### src/rtl/coproc_pkg.sv
// Shared types and field positions for the GCD/LCM coprocessor handshake.
// A request is packed as {op, b, a} so it maps directly onto the low WriteData bits.
package coproc_pkg;

    typedef enum logic {
        GCD = 1'b0,
        LCM = 1'b1
    } op_e;

    localparam int WD_A_LSB    = 0;
    localparam int WD_B_LSB    = 8;
    localparam int WD_OP_BIT   = 16;
    localparam int RD_DONE_BIT = 8;
    localparam int RD_RES_MSB  = 7;

    typedef enum logic [1:0] {
        IDLE,
        ISSUE,
        RELEASE,
        RESP
    } state_e;

    typedef struct packed {
        op_e        op;
        logic [7:0] b;
        logic [7:0] a;
    } req_t;

    function automatic logic [31:0] pack_wd(input req_t r);
        logic [31:0] wd;
        wd                   = '0;
        wd[WD_A_LSB +: 8]    = r.a;
        wd[WD_B_LSB +: 8]    = r.b;
        wd[WD_OP_BIT]        = r.op;
        return wd;
    endfunction

endpackage

### src/rtl/coproc_req_fifo.sv
// Show-ahead request FIFO with registered full/empty/dout.
// Pointers carry one extra wrap bit to tell full from empty.
module coproc_req_fifo
    import coproc_pkg::*;
#(
    parameter int DEPTH = 4
) (
    input  logic clk,
    input  logic reset,
    input  logic push,
    input  logic pop,
    input  req_t din,
    output req_t dout,
    output logic full,
    output logic empty
);

    localparam int AW = $clog2(DEPTH);

    req_t          mem [DEPTH];
    logic [AW:0]   wr_ptr;
    logic [AW:0]   rd_ptr;
    logic [AW:0]   wr_ptr_n;
    logic [AW:0]   rd_ptr_n;
    logic          do_push;
    logic          do_pop;

    assign do_push = push && !full;
    assign do_pop  = pop && !empty;

    // NOTE: every always_comb output gets an unconditional default first so no latch is inferred.
    always_comb begin
        wr_ptr_n = wr_ptr;
        rd_ptr_n = rd_ptr;
        if (do_push) wr_ptr_n = wr_ptr + 1'b1;
        if (do_pop)  rd_ptr_n = rd_ptr + 1'b1;
    end

    // NOTE: storage is left unreset; only pointers and flags define validity, which keeps it RAM-mappable.
    always_ff @(posedge clk) begin
        if (do_push) mem[wr_ptr[AW-1:0]] <= din;
    end

    // NOTE: sequential state uses non-blocking assignments so all registers update from pre-edge values.
    always_ff @(posedge clk) begin
        if (reset) begin
            wr_ptr <= '0;
            rd_ptr <= '0;
            full   <= 1'b0;
            empty  <= 1'b1;
            dout   <= '0;
        end else begin
            wr_ptr <= wr_ptr_n;
            rd_ptr <= rd_ptr_n;
            full   <= (wr_ptr_n[AW] != rd_ptr_n[AW]) && (wr_ptr_n[AW-1:0] == rd_ptr_n[AW-1:0]);
            empty  <= (wr_ptr_n == rd_ptr_n);
            // Bypass when the entry being written becomes the new head.
            if (do_push && (wr_ptr[AW-1:0] == rd_ptr_n[AW-1:0])) dout <= din;
            else                                                  dout <= mem[rd_ptr_n[AW-1:0]];
        end
    end

endmodule

### src/rtl/coproc_issuer.sv
// Issues queued GCD/LCM requests over the Start/WriteData/ReadData handshake,
// one at a time, and returns results with a timeout error on a valid/ready channel.
module coproc_issuer
    import coproc_pkg::*;
#(
    parameter int DEPTH   = 4,
    parameter int TIMEOUT = 1024
) (
    input  logic        clk,
    input  logic        reset,
    input  logic        req_valid,
    output logic        req_ready,
    input  logic        req_op,
    input  logic [7:0]  req_a,
    input  logic [7:0]  req_b,
    output logic        rsp_valid,
    input  logic        rsp_ready,
    output logic [7:0]  rsp_result,
    output logic        rsp_err,
    output logic        Start,
    output logic [31:0] WriteData,
    input  logic [31:0] ReadData
);

    localparam int            CW       = $clog2(TIMEOUT);
    localparam logic [CW-1:0] CNT_LAST = CW'(TIMEOUT - 1);

    state_e        state;
    logic [CW-1:0] cnt;
    req_t          req_in;
    req_t          fifo_dout;
    logic          fifo_full;
    logic          fifo_empty;
    logic          fifo_pop;
    logic          done;
    logic          cnt_last;
    logic          unused_rd_bits;

    assign req_in         = '{op: op_e'(req_op), b: req_b, a: req_a};
    assign req_ready      = !fifo_full;
    assign fifo_pop       = (state == IDLE) && !fifo_empty;
    assign done           = ReadData[RD_DONE_BIT];
    assign cnt_last       = (cnt == CNT_LAST);
    assign unused_rd_bits = ^ReadData[31:RD_DONE_BIT+1];

    coproc_req_fifo #(.DEPTH(DEPTH)) u_fifo (
        .clk   (clk),
        .reset (reset),
        .push  (req_valid),
        .pop   (fifo_pop),
        .din   (req_in),
        .dout  (fifo_dout),
        .full  (fifo_full),
        .empty (fifo_empty)
    );

    always_ff @(posedge clk) begin
        if (reset) begin
            state      <= IDLE;
            cnt        <= '0;
            Start      <= 1'b0;
            WriteData  <= '0;
            rsp_valid  <= 1'b0;
            rsp_result <= '0;
            rsp_err    <= 1'b0;
        end else begin
            case (state)
                IDLE: begin
                    if (!fifo_empty) begin
                        WriteData <= pack_wd(fifo_dout);
                        Start     <= 1'b1;
                        cnt       <= '0;
                        state     <= ISSUE;
                    end
                end
                ISSUE: begin
                    if (done) begin
                        rsp_result <= ReadData[RD_RES_MSB:0];
                        rsp_err    <= 1'b0;
                        Start      <= 1'b0;
                        cnt        <= '0;
                        state      <= RELEASE;
                    end else if (cnt_last) begin
                        rsp_result <= '0;
                        rsp_err    <= 1'b1;
                        Start      <= 1'b0;
                        cnt        <= '0;
                        state      <= RELEASE;
                    end else begin
                        cnt <= cnt + 1'b1;
                    end
                end
                RELEASE: begin
                    // A done that never clears is also reported as a timeout.
                    if (!done || cnt_last) begin
                        if (done) rsp_err <= 1'b1;
                        rsp_valid <= 1'b1;
                        state     <= RESP;
                    end else begin
                        cnt <= cnt + 1'b1;
                    end
                end
                RESP: begin
                    if (rsp_ready) begin
                        rsp_valid <= 1'b0;
                        state     <= IDLE;
                    end
                end
                default: state <= IDLE;
            endcase
        end
    end

endmodule
### config.mk
export PLATFORM = sky130hd
export DESIGN_NAME = coproc_issuer
export DESIGN_NICKNAME = d
export VERILOG_FILES = /design/src/rtl/coproc_pkg.sv /design/src/rtl/coproc_req_fifo.sv /design/src/rtl/coproc_issuer.sv
export SDC_FILE = /design/constraint.sdc
export NUM_CORES = 1
export LEC_CHECK = 0
export CAP_MARGIN = 20
export CORE_MARGIN = 4
export CORE_UTILIZATION = 50
export DETAILED_ROUTE_END_ITERATION = 16
export GPL_TIMING_DRIVEN = 1
export PLACE_DENSITY = 0.86
export REMOVE_ABC_BUFFERS = 1
export SYNTH_ARGS = -nofsm -noshare
export SYNTH_HDL_FRONTEND = slang
export SYNTH_SLANG_ARGS = --single-unit
export TNS_END_PERCENT = 10
### constraint.sdc
create_clock -name clk -period 3.25 [get_ports clk]
set_clock_uncertainty 0.1 [all_clocks]
set_input_delay 0.325 -clock clk [delete_from_list [all_inputs] [get_ports clk]]
set_output_delay 0.325 -clock clk [all_outputs]
set_load 0.1 [all_outputs]
==> results of run 1 <==
kinds of logic (layout without fill, tap and decap cells):
kind of cell	count (synthesis)	after routing	synth area share (%)
other	1	15	0.0668
xor gates and xnor gates	10	10	2.61
AOI/OAI and AO/OA	77	77	9.00
buffers and inverters	44	108	4.92
and+or+nand+nor	144	144	13.6
adders and majority gates	11	11	2.45
DFF	133	133	59.5
muxes	20	20	7.84
state kept, by name (all words and copies together) (netlist names), 2 cells and up:
signal	flops
state	2
u_fifo.mem	68
u_fifo.dout	17
cnt	10
rsp_result	8
u_fifo.rd_ptr	3
u_fifo.wr_ptr	3
WriteData	17
layer usage:
| metal | GRT usage (%) | vias up | part of all wire, % |
|---|---|---|---|
| met5 | 0 | - | 0 |
| met3 | 5.41 | 14 | 6.2 |
| met2 | 32.7 | 111 | 53 |
| met1 | 21.0 | 1780 | 39 |
| met4 | 6.18 | 0 | 1.2 |
| li1 | - | 1707 | - |
layout by cell type (no fill, tap or decap), types with 4 or more instances in the layout:
| cell type | synthesis | final |
|---|---|---|
| edfxtp_1 | 68 | 68 |
| dfxtp_1 | 65 | 65 |
| clkdlybuf4s50_1 | 0 | 57 |
| nand2_1 | 48 | 48 |
| a21oi_1 | 34 | 34 |
| nor3_1 | 27 | 27 |
| nor2_1 | 21 | 21 |
| clkbuf_16 | 0 | 17 |
| conb_1 | 1 | 15 |
| mux4_2 | 13 | 13 |
| o21ai_0 | 12 | 12 |
| ha_1 | 11 | 11 |
| nor3_2 | 10 | 10 |
| buf_4 | 16 | 10 |
| a21oi_2 | 9 | 9 |
| a22o_1 | 8 | 8 |
| inv_1 | 7 | 7 |
| nor2b_1 | 4 | 4 |
| and2_1 | 4 | 4 |
| nand3_1 | 4 | 4 |
| nand2b_1 | 4 | 4 |
| xnor2_1 | 4 | 4 |
| mux4_1 | 4 | 4 |
power groups by stage:
stage	registers, W	logic [W]	clock network [W]
after global placement	0.00214	0.00252	0
after detailed placement	0.00215	0.00259	0
after global routing	0.00214	0.00279	0.00189
after CTS	0.00212	0.00262	0.00181
after floorplan	0.00261	0.00149	0
final	0.00212	0.00260	0.00178
worst paths after layout:
kind / slack (ns) / end / start / cells past startpoint
worst min-delay path: 0.22 / state[1]$_SDFFE_PP0P_ / reset / 2
worst max-delay path: 0.24 / u_fifo.dout[11]$_SDFF_PP0_ / state[0]$_SDFFE_PP0P_ / 8
worst min register to register: 0.34 / WriteData[11]$_SDFFE_PP0P_ / u_fifo.dout[11]$_SDFF_PP0_ / 2
worst max register to register: 0.24 / u_fifo.dout[11]$_SDFF_PP0_ / state[0]$_SDFFE_PP0P_ / 8
per-stage QoR:
step | hold slack (ns) | util [%]
final | 0.222 | 62.4
after global routing | 0.246 | 62.4
after CTS | 0.214 | 62.4
after detailed placement | 0.329 | 57.3
after global placement | 0.321 | 57.3
after floorplan | 0.294 | -
worst max-delay path: cells and delay by family (launching register included):
family	cells	cell delay (ns)
buf+inv	2	0.41
flops	1	0.36
compound gates	1	0.16
simple gates	2	0.27
mux	1	0.52
xor+xnor	1	0.78
fa+ha+maj	1	0.27
cell type report:
| type | instances | area, µm² |
|---|---|---|
| repair buffers | 69 | 671 |
| well taps | 140 | 175 |
| fillers | 823 | 4120 |
| multi-input cells | 277 | 2050 |
| clock buffers | 18 | 429 |
| clock inverters | 14 | 126 |
| inverters | 7 | 26.3 |
| flip-flops and latches | 133 | 3340 |
==> results.py, run 1 <==
metrics = {
    "run_status": {
        "status": "finished, final reports clean",
    },
    "clock_tree": {
        "cts_buffer_depth": 2,
        "cts_hold_buf": 0,
        "cts-root-buf": "clkbuf_16",
        "cts.sinks": 133,
        "cts_made_buffers": 17,
        "path_clk_slew_ns": 0.06,
        "htreeDepth": 4,
        "post_cts_buffers": 0,
        "cts_resized": 0,
        "insertion_delay_ns": 0.42,
        "tritoncts": "built",
    },
    "floorplanning": {
        "die-area_um2": 13000,
        "rows": 38,
        "ioPinCount": 97,
        "start_util_pct": 51.4,
        "die_y_um": 114,
        "coreArea_um2": 10900,
        "die_w_um": 114,
    },
    "power_and_ir_drop": {
        "swShare_pct": 38.2,
        "power_density_nw_per_um2": 954,
        "p_total_w": 0.00651,
        "p_int_w": 0.00402,
        "combPwrFrac_pct": 40.0,
        "p_sw_w": 0.00249,
        "clock_power_share_pct": 27.4,
        "pwr-share-seq_pct": 32.6,
        "power_leakage_nw": 2.42,
        "ir_drop_uv": 565,
    },
    "sta": {
        "fin_crit_sh_pct": 92.7,
        "fmax_mhz": 332,
        "setup_tns_ns": 0,
        "setup_viol": 0,
        "period_minus_slack_ns": 3.01,
        "drv_slew": 0,
        "finalHoldViolCount": 0,
        "rsz0062_at_grt": "no",
        "slew_headroom_pct": 33.5,
        "worst_pin_slew_ns": 0.993,
        "timing.final.ws_setup_ns": 0.238,
    },
    "logic_synthesis": {
        "synth_largest_area_cell": "edfxtp_1",
        "async_reset_ff_share_pct": 0,
        "avgSynthCellArea_um2": 12.8,
        "ys.flop_type": "edfxtp_1",
        "yosysWarnings": 0,
        "synth-seq-cells": 133,
        "synthTopCellsByArea": "edfxtp_1 36%, dfxtp_1 23%, mux4_2 5.2%",
        "yosysSeqAreaShare_pct": 59.5,
        "yosysMostFrequentCell": "edfxtp_1",
        "synth_top_area_share_pct": 36.4,
        "synthDistinctLibCells": 60,
        "synthTopCellsByCount": "68 x edfxtp_1, 65 x dfxtp_1, 48 x nand2_1, 34 x a21oi_1, 27 x nor3_1",
        "netlist_area_um2": 5620,
        "synth-edff-count": 68,
        "synthCells": 440,
    },
    "global_routing": {
        "overflow": 0,
        "grt_max_degree": 41,
        "grt_usage_pct": 18.3,
        "grt_pass1_wl_um": 18400,
        "grt_pass1_vias": 3682,
        "antenna_found_initial": 0,
    },
    "finish": {
        "antennaDiodeCount": 0,
        "nets": 569,
        "drive_above_1_share_pct": 17.4,
        "final_cell_count_no_fill": 658,
        "area_growth_pct": 21.4,
        "final_cell_area_um2": 6820,
    },
    "drt": {
        "num_vias": 3612,
        "vias_per_cell": 5.49,
        "ant_nets": 0,
        "wirelength_um": 11400,
        "firstDrtPassIters": 4,
        "first_iter_violations": 332,
        "drc": 0,
        "wl_per_cell_um": 17.3,
    },
    "worst_setup_path": {
        "required_ns": 3.43,
        "crit_fanout": 12,
        "critPathKind": "register to register",
        "crit_arrival_ns": 3.19,
        "critPathCaptureType": "register",
        "startpoint_type": "register",
        "cpMaxStageDelayCell": "xnor2_2",
        "cp_cell_sequence": "inv_1 > ha_1 > nor2b_4 > xnor2_2 > buf_4 > mux4_2 > a21oi_2 > nor3_2",
        "slowest_delay_ns": 0.78,
    },
    "place": {
        "gp_congestion": 0.783,
        "dpl.cell_count": 626,
        "place_area_um2": 6260,
        "place_ws_ns": 0.212,
        "hpwl_um": 7250,
        "portBuffers": 58,
    },
    "flow_run": {
        "maxCapViolCount": 0,
    },
    "worst_hold_path": {
        "holdCritPathClass": "input port to register",
    },
}
No activity file was read; power rests on OpenSTA's default activity.
==> run 2: changes to the inputs <==
- CTS_CLUSTER_DIAMETER: default -> 150
- PLACE_DENSITY: 0.86 -> 0.76
==> run 2 against run 1 <==
Sequential cell count unchanged. Die area is the same. Hold slack better by 0.042 ns. Register-to-register slack improved by 0.15 ns. Final cell count down 0.15%. Non-clock buffer count decreased by 1. Critical path type unchanged. Largest power group unchanged.
==> results.py, run 2 (synthesis gave the netlist of run 1 again) <==
metrics = {
    "worst_setup_path": {
        "reg2reg_setup_slack_ns": 0.39,
        "critPathCaptureType": "register",
        "cp_cell_sequence": "inv_1 > ha_1 > nor2b_4 > xnor2_2 > buf_12 > mux4_2 > a21oi_2 > nor3_2",
        "timing.rr.end": "u_fifo.dout[10]$_SDFF_PP0_",
        "cpMaxStageDelayCell": "xnor2_2",
        "startpoint_type": "register",
        "critPathKind": "register to register",
        "r2r_cells": 8,
        "crit_fanout": 11,
        "crit_arrival_ns": 3.04,
        "slowest_delay_ns": 0.77,
        "required_ns": 3.43,
        "reg2reg_from": "state[0]$_SDFFE_PP0P_",
    },
    "drt": {
        "wirelength_met1_um": 4590,
        "route.met2.wl_um": 6130,
        "num_vias": 3633,
        "drc": 0,
        "firstDrtPassIters": 4,
        "ant_nets": 0,
        "highest_layer": "met4",
        "vias_per_cell": 5.53,
        "wirelength_um": 11400,
        "first_iter_violations": 276,
        "dr_wl_met3_um": 527,
        "wl_per_cell_um": 17.4,
    },
    "sta": {
        "period_minus_slack_ns": 2.86,
        "setup_tns_ns": 0,
        "fmax_mhz": 350,
        "fin_crit_sh_pct": 88.0,
        "rsz0062_at_grt": "no",
        "slew_headroom_pct": 33.3,
        "worst_pin_slew_ns": 0.998,
        "timing.final.ws_setup_ns": 0.389,
        "drv_slew": 0,
        "setup_viol": 0,
        "finalHoldViolCount": 0,
    },
    "finish": {
        "antennaDiodeCount": 0,
        "layout_commonest_cell": "edfxtp_1",
        "drive_above_1_share_pct": 16.6,
        "final_core_util_pct": 62.3,
        "largest_reg_flops": 68,
        "final_cell_mix": "68 x edfxtp_1, 65 x dfxtp_1, 57 x clkdlybuf4s50_1",
        "nets": 568,
        "area_growth_pct": 21.3,
    },
    "global_routing": {
        "overflow": 0,
        "antenna_found_initial": 0,
        "grt_max_degree": 44,
        "grt_usage_pct": 18.5,
        "grt_pass1_vias": 3661,
        "grt_pass1_wl_um": 18500,
    },
    "power_and_ir_drop": {
        "power_density_nw_per_um2": 951,
        "combPwrFrac_pct": 40.4,
        "p_sw_w": 0.00243,
        "ir_drop_uv": 677,
        "swShare_pct": 37.5,
        "clock_power_share_pct": 26.9,
        "pwr-share-seq_pct": 32.7,
        "power_leakage_nw": 2.41,
        "p_int_w": 0.00405,
        "p_total_w": 0.00648,
    },
    "floorplanning": {
        "die-area_um2": 13000,
        "ioPinCount": 97,
        "die_w_um": 114,
        "coreArea_um2": 10900,
        "die_y_um": 114,
        "rows": 38,
        "start_util_pct": 51.4,
    },
    "clock_tree": {
        "cts_made_buffers": 17,
        "cts_buffer_depth": 2,
        "tritoncts": "built",
        "insertion_delay_ns": 0.41,
        "htreeDepth": 4,
        "cts.sinks": 133,
        "cts-root-buf": "clkbuf_16",
        "post_cts_buffers": 0,
        "cts_hold_buf": 0,
        "path_clk_slew_ns": 0.06,
        "cts_resized": 0,
    },
    "flow_run": {
        "maxCapViolCount": 0,
    },
    "place": {
        "gp_congestion": 0.738,
        "place_ws_ns": 0.375,
        "portBuffers": 58,
        "hpwl_um": 7180,
    },
    "run_status": {
        "status": "finished, final reports clean",
    },
    "worst_hold_path": {
        "whs_endpoint": "WriteData[0]$_SDFFE_PP0P_",
        "min_from": "reset",
        "holdCritPathClass": "input port to register",
        "holdPathStages": 2,
    },
}
## run 2: cell types whose count changed in the layout (fill, tap and decap cells not counted)
cell        change
inv_6           -3
clkinvlp_4      +1
buf_12          +1
clkbuf_1        +3
inv_8           -1
clkinv_4        -1
clkbuf_8        +1
buf_4           -2
## run 2: how the worst max path moves through the flow
stage	from	endpoint	slack, ns	cells after the start
6_report	state[0]$_SDFFE_PP0P_	u_fifo.dout[10]$_SDFF_PP0_	0.39	8
5_1_grt	state[0]$_SDFFE_PP0P_	u_fifo.dout[4]$_SDFF_PP0_	0.15	8
4_1_cts	state[0]$_SDFFE_PP0P_	u_fifo.dout[10]$_SDFF_PP0_	0.35	8
3_5_place_dp	state[0]$_SDFFE_PP0P_	u_fifo.dout[10]$_SDFF_PP0_	0.37	8
3_3_place_gp	state[0]$_SDFFE_PP0P_	u_fifo.dout[9]$_SDFF_PP0_	0.44	8
2_1_floorplan	state[0]$_SDFFE_PP0P_	u_fifo.dout[0]$_SDFF_PP0_	0.46	7
## run 2: worst max-delay path: cells and delay by family (launching register included)
family / cells / cell delay [ns]
compound gates: 1 / 0.15
xor+xnor: 1 / 0.77
fa+ha+maj: 1 / 0.27
buf+inv: 2 / 0.33
flops: 1 / 0.36
mux: 1 / 0.51
simple gates: 2 / 0.24
## run 2: power by group through the flow
stage	registers (W)	logic (W)	clock network, W
final	0.00212	0.00262	0.00174
after global routing	0.00214	0.00281	0.00186
after CTS	0.00212	0.00264	0.00177
after detailed placement	0.00215	0.00262	0
after global placement	0.00214	0.00256	0
after floorplan	0.00261	0.00149	0
## run 2: stage by stage
stage | area [µm²] | hold slack, ns | cells
after floorplan | 5420 | 0.294 | 417
after global placement | 6270 | 0.320 | 625
after detailed placement | 6270 | 0.328 | 625
after CTS | 6810 | 0.257 | 657
after global routing | 6810 | 0.269 | 657
final | 6810 | 0.264 | 657
## run 2: routing by layer
layer / GRT usage, % / up-vias
li1: - / 1702
met1: 21.7 / 1814
met2: 32.8 / 101
met3: 5.62 / 16
met4: 5.62 / 0
met5: 0 / -
## run 2: area by class of cell
class	instances	area, µm²
fill	833	4120
sequential	133	3340
multi-input combinational	277	2050
timing repair buffer	68	676
clock buffer	22	454
tap	140	175
clock inverter	10	87.6
inverter	7	26.3
==> run 3: changes to the inputs <==
- CORE_UTILIZATION: 50 -> 48
- PLACE_DENSITY: 0.76 -> 0.74
==> run 3 against run 2 <==
Total power is 2.2% higher. Global-route usage is 0.15 points lower. Largest cell class unchanged. Via count is 2.4% lower. First-iteration DRC count is 18% lower. Wire length hardly changed. Die area is 3.9% higher. Core utilization is 2.2 points lower. Clock-buffer cell count is 3 lower. Highest routed layer unchanged. Register-to-register slack worse by 0.08 ns. Fmax is 2.8% lower. Cell area is 0.72% higher.
==> results.py, run 3 (synthesis gave the netlist of run 1 again) <==
metrics = {
    "drt": {
        "wirelength_um": 11400,
        "first_iter_violations": 226,
        "vias_per_cell": 5.35,
        "ant_nets": 0,
        "wl_per_cell_um": 17.2,
        "firstDrtPassIters": 5,
        "drc": 0,
        "num_vias": 3547,
    },
    "clock_tree": {
        "cts.sinks": 133,
        "cts_buffer_depth": 2,
        "cts-root-buf": "clkbuf_16",
        "post_cts_buffers": 0,
        "cts_made_buffers": 17,
        "cts_hold_buf": 0,
        "path_clk_slew_ns": 0.06,
        "tritoncts": "built",
        "htreeDepth": 4,
        "cts_resized": 0,
        "insertion_delay_ns": 0.42,
    },
    "sta": {
        "setup_viol": 0,
        "setup_tns_ns": 0,
        "drv_slew": 0,
        "period_minus_slack_ns": 2.94,
        "worst_pin_slew_ns": 1.01,
        "hold_ws_ns": 0.268,
        "slew_headroom_pct": 32.4,
        "finalHoldViolCount": 0,
        "rsz0062_at_grt": "no",
        "fin_crit_sh_pct": 90.5,
        "fmax_mhz": 340,
    },
    "floorplanning": {
        "die-area_um2": 13500,
        "rows": 39,
        "coreArea_um2": 11400,
        "die_w_um": 116,
        "ioPinCount": 97,
        "start_util_pct": 49.2,
        "die_y_um": 116,
    },
    "flow_run": {
        "maxCapViolCount": 0,
    },
    "run_status": {
        "status": "finished, final reports clean",
    },
    "finish": {
        "final_core_util_pct": 60.1,
        "layout_commonest_cell": "edfxtp_1",
        "largest_reg_flops": 68,
        "antennaDiodeCount": 0,
        "nets": 571,
        "nFillCells": 915,
        "area_growth_pct": 22.1,
        "drive_above_1_share_pct": 17.3,
        "final_cell_mix": "68 x edfxtp_1, 65 x dfxtp_1, 57 x clkdlybuf4s50_1",
    },
    "global_routing": {
        "grt_pass1_wl_um": 18500,
        "overflow": 0,
        "grt_usage_pct": 18.4,
        "grt_max_degree": 60,
        "use_met3_pct": 5.70,
        "antenna_found_initial": 0,
        "grt.busiest_layer": "met2",
        "grt_pass1_vias": 3667,
        "use_met1_pct": 22.3,
        "use_met2_pct": 31.1,
    },
    "worst_setup_path": {
        "slowest_delay_ns": 0.47,
        "crit_fanout": 12,
        "crit_arrival_ns": 3.18,
        "critPathMostFrequentCell": "buf_4",
        "cp_cell_sequence": "inv_1 > ha_1 > nor2b_4 > buf_4 > xnor3_1 > nor2b_1 > buf_4 > a21oi_1 > nor3_1",
        "critPathCaptureType": "register",
        "required_ns": 3.49,
        "critPathKind": "register to register",
        "cpMaxStageDelayCell": "nor2b_4",
        "startpoint_type": "register",
    },
    "power_and_ir_drop": {
        "ir_drop_uv": 682,
        "power_density_nw_per_um2": 965,
        "power_leakage_nw": 2.43,
        "p_total_w": 0.00662,
    },
    "place": {
        "portBuffers": 58,
        "hpwl_um": 7380,
        "gp_congestion": 0.794,
    },
    "worst_hold_path": {
        "holdCritPathClass": "input port to register",
    },
}
-- run 3: final timing paths --
| kind | start | end | slack (ns) | cells after the start |
|---|---|---|---|---|
| worst min register to register | u_fifo.dout[11]$_SDFF_PP0_ | WriteData[11]$_SDFFE_PP0P_ | 0.34 | 2 |
| worst min-delay path | reset | cnt[5]$_SDFFE_PP0P_ | 0.27 | 3 |
| worst max register to register | state[0]$_SDFFE_PP0P_ | u_fifo.dout[13]$_SDFF_PP0_ | 0.31 | 9 |
| worst max-delay path | state[0]$_SDFFE_PP0P_ | u_fifo.dout[13]$_SDFF_PP0_ | 0.31 | 9 |
-- run 3: area by class of cell --
type                       count  area (µm²)  area share, %
inverter                       7        26.3          0.383
timing repair buffer          71         673           9.81
sequential                   133        3340           48.7
tap                          143         179           2.61
clock inverter                13         156           2.28
clock buffer                  19         433           6.31
multi-input combinational    277        2050           29.9
-- run 3: worst max-delay path: cells and delay by family (launching register included) --
family,cells,cell delay [ns]
buf+inv,3,0.71
xor+xnor,1,0.29
compound gates,1,0.11
flops,1,0.32
simple gates,3,1.03
fa+ha+maj,1,0.28
-- run 3: per-layer routing --
layer | wire length (µm) | share of wire, %
met1 | 4840 | 43
met2 | 5900 | 52
met3 | 505 | 4.4
met4 | 142 | 1.2
met5 | 0 | 0
-- run 3: per-stage QoR --
| step | instance area (µm²) | instances | setup slack, ns |
|---|---|---|---|
| 6_report | 6860 | 663 | 0.308 |
| 4_1_cts | 6860 | 663 | 0.275 |
| 5_1_grt | 6860 | 663 | 0.0790 |
| 3_5_place_dp | 6270 | 631 | 0.285 |
| 3_3_place_gp | 6270 | 631 | 0.357 |
| 2_1_floorplan | 5420 | 417 | 0.459 |
-- run 3: report_power, final --
part | switching [W] | internal (W) | total (W)
clock | 0.000686 | 0.00120 | 0.00189
sequential | 0.000110 | 0.00201 | 0.00212
combinational | 0.00166 | 0.000958 | 0.00262
total | 0.00246 | 0.00417 | 0.00662
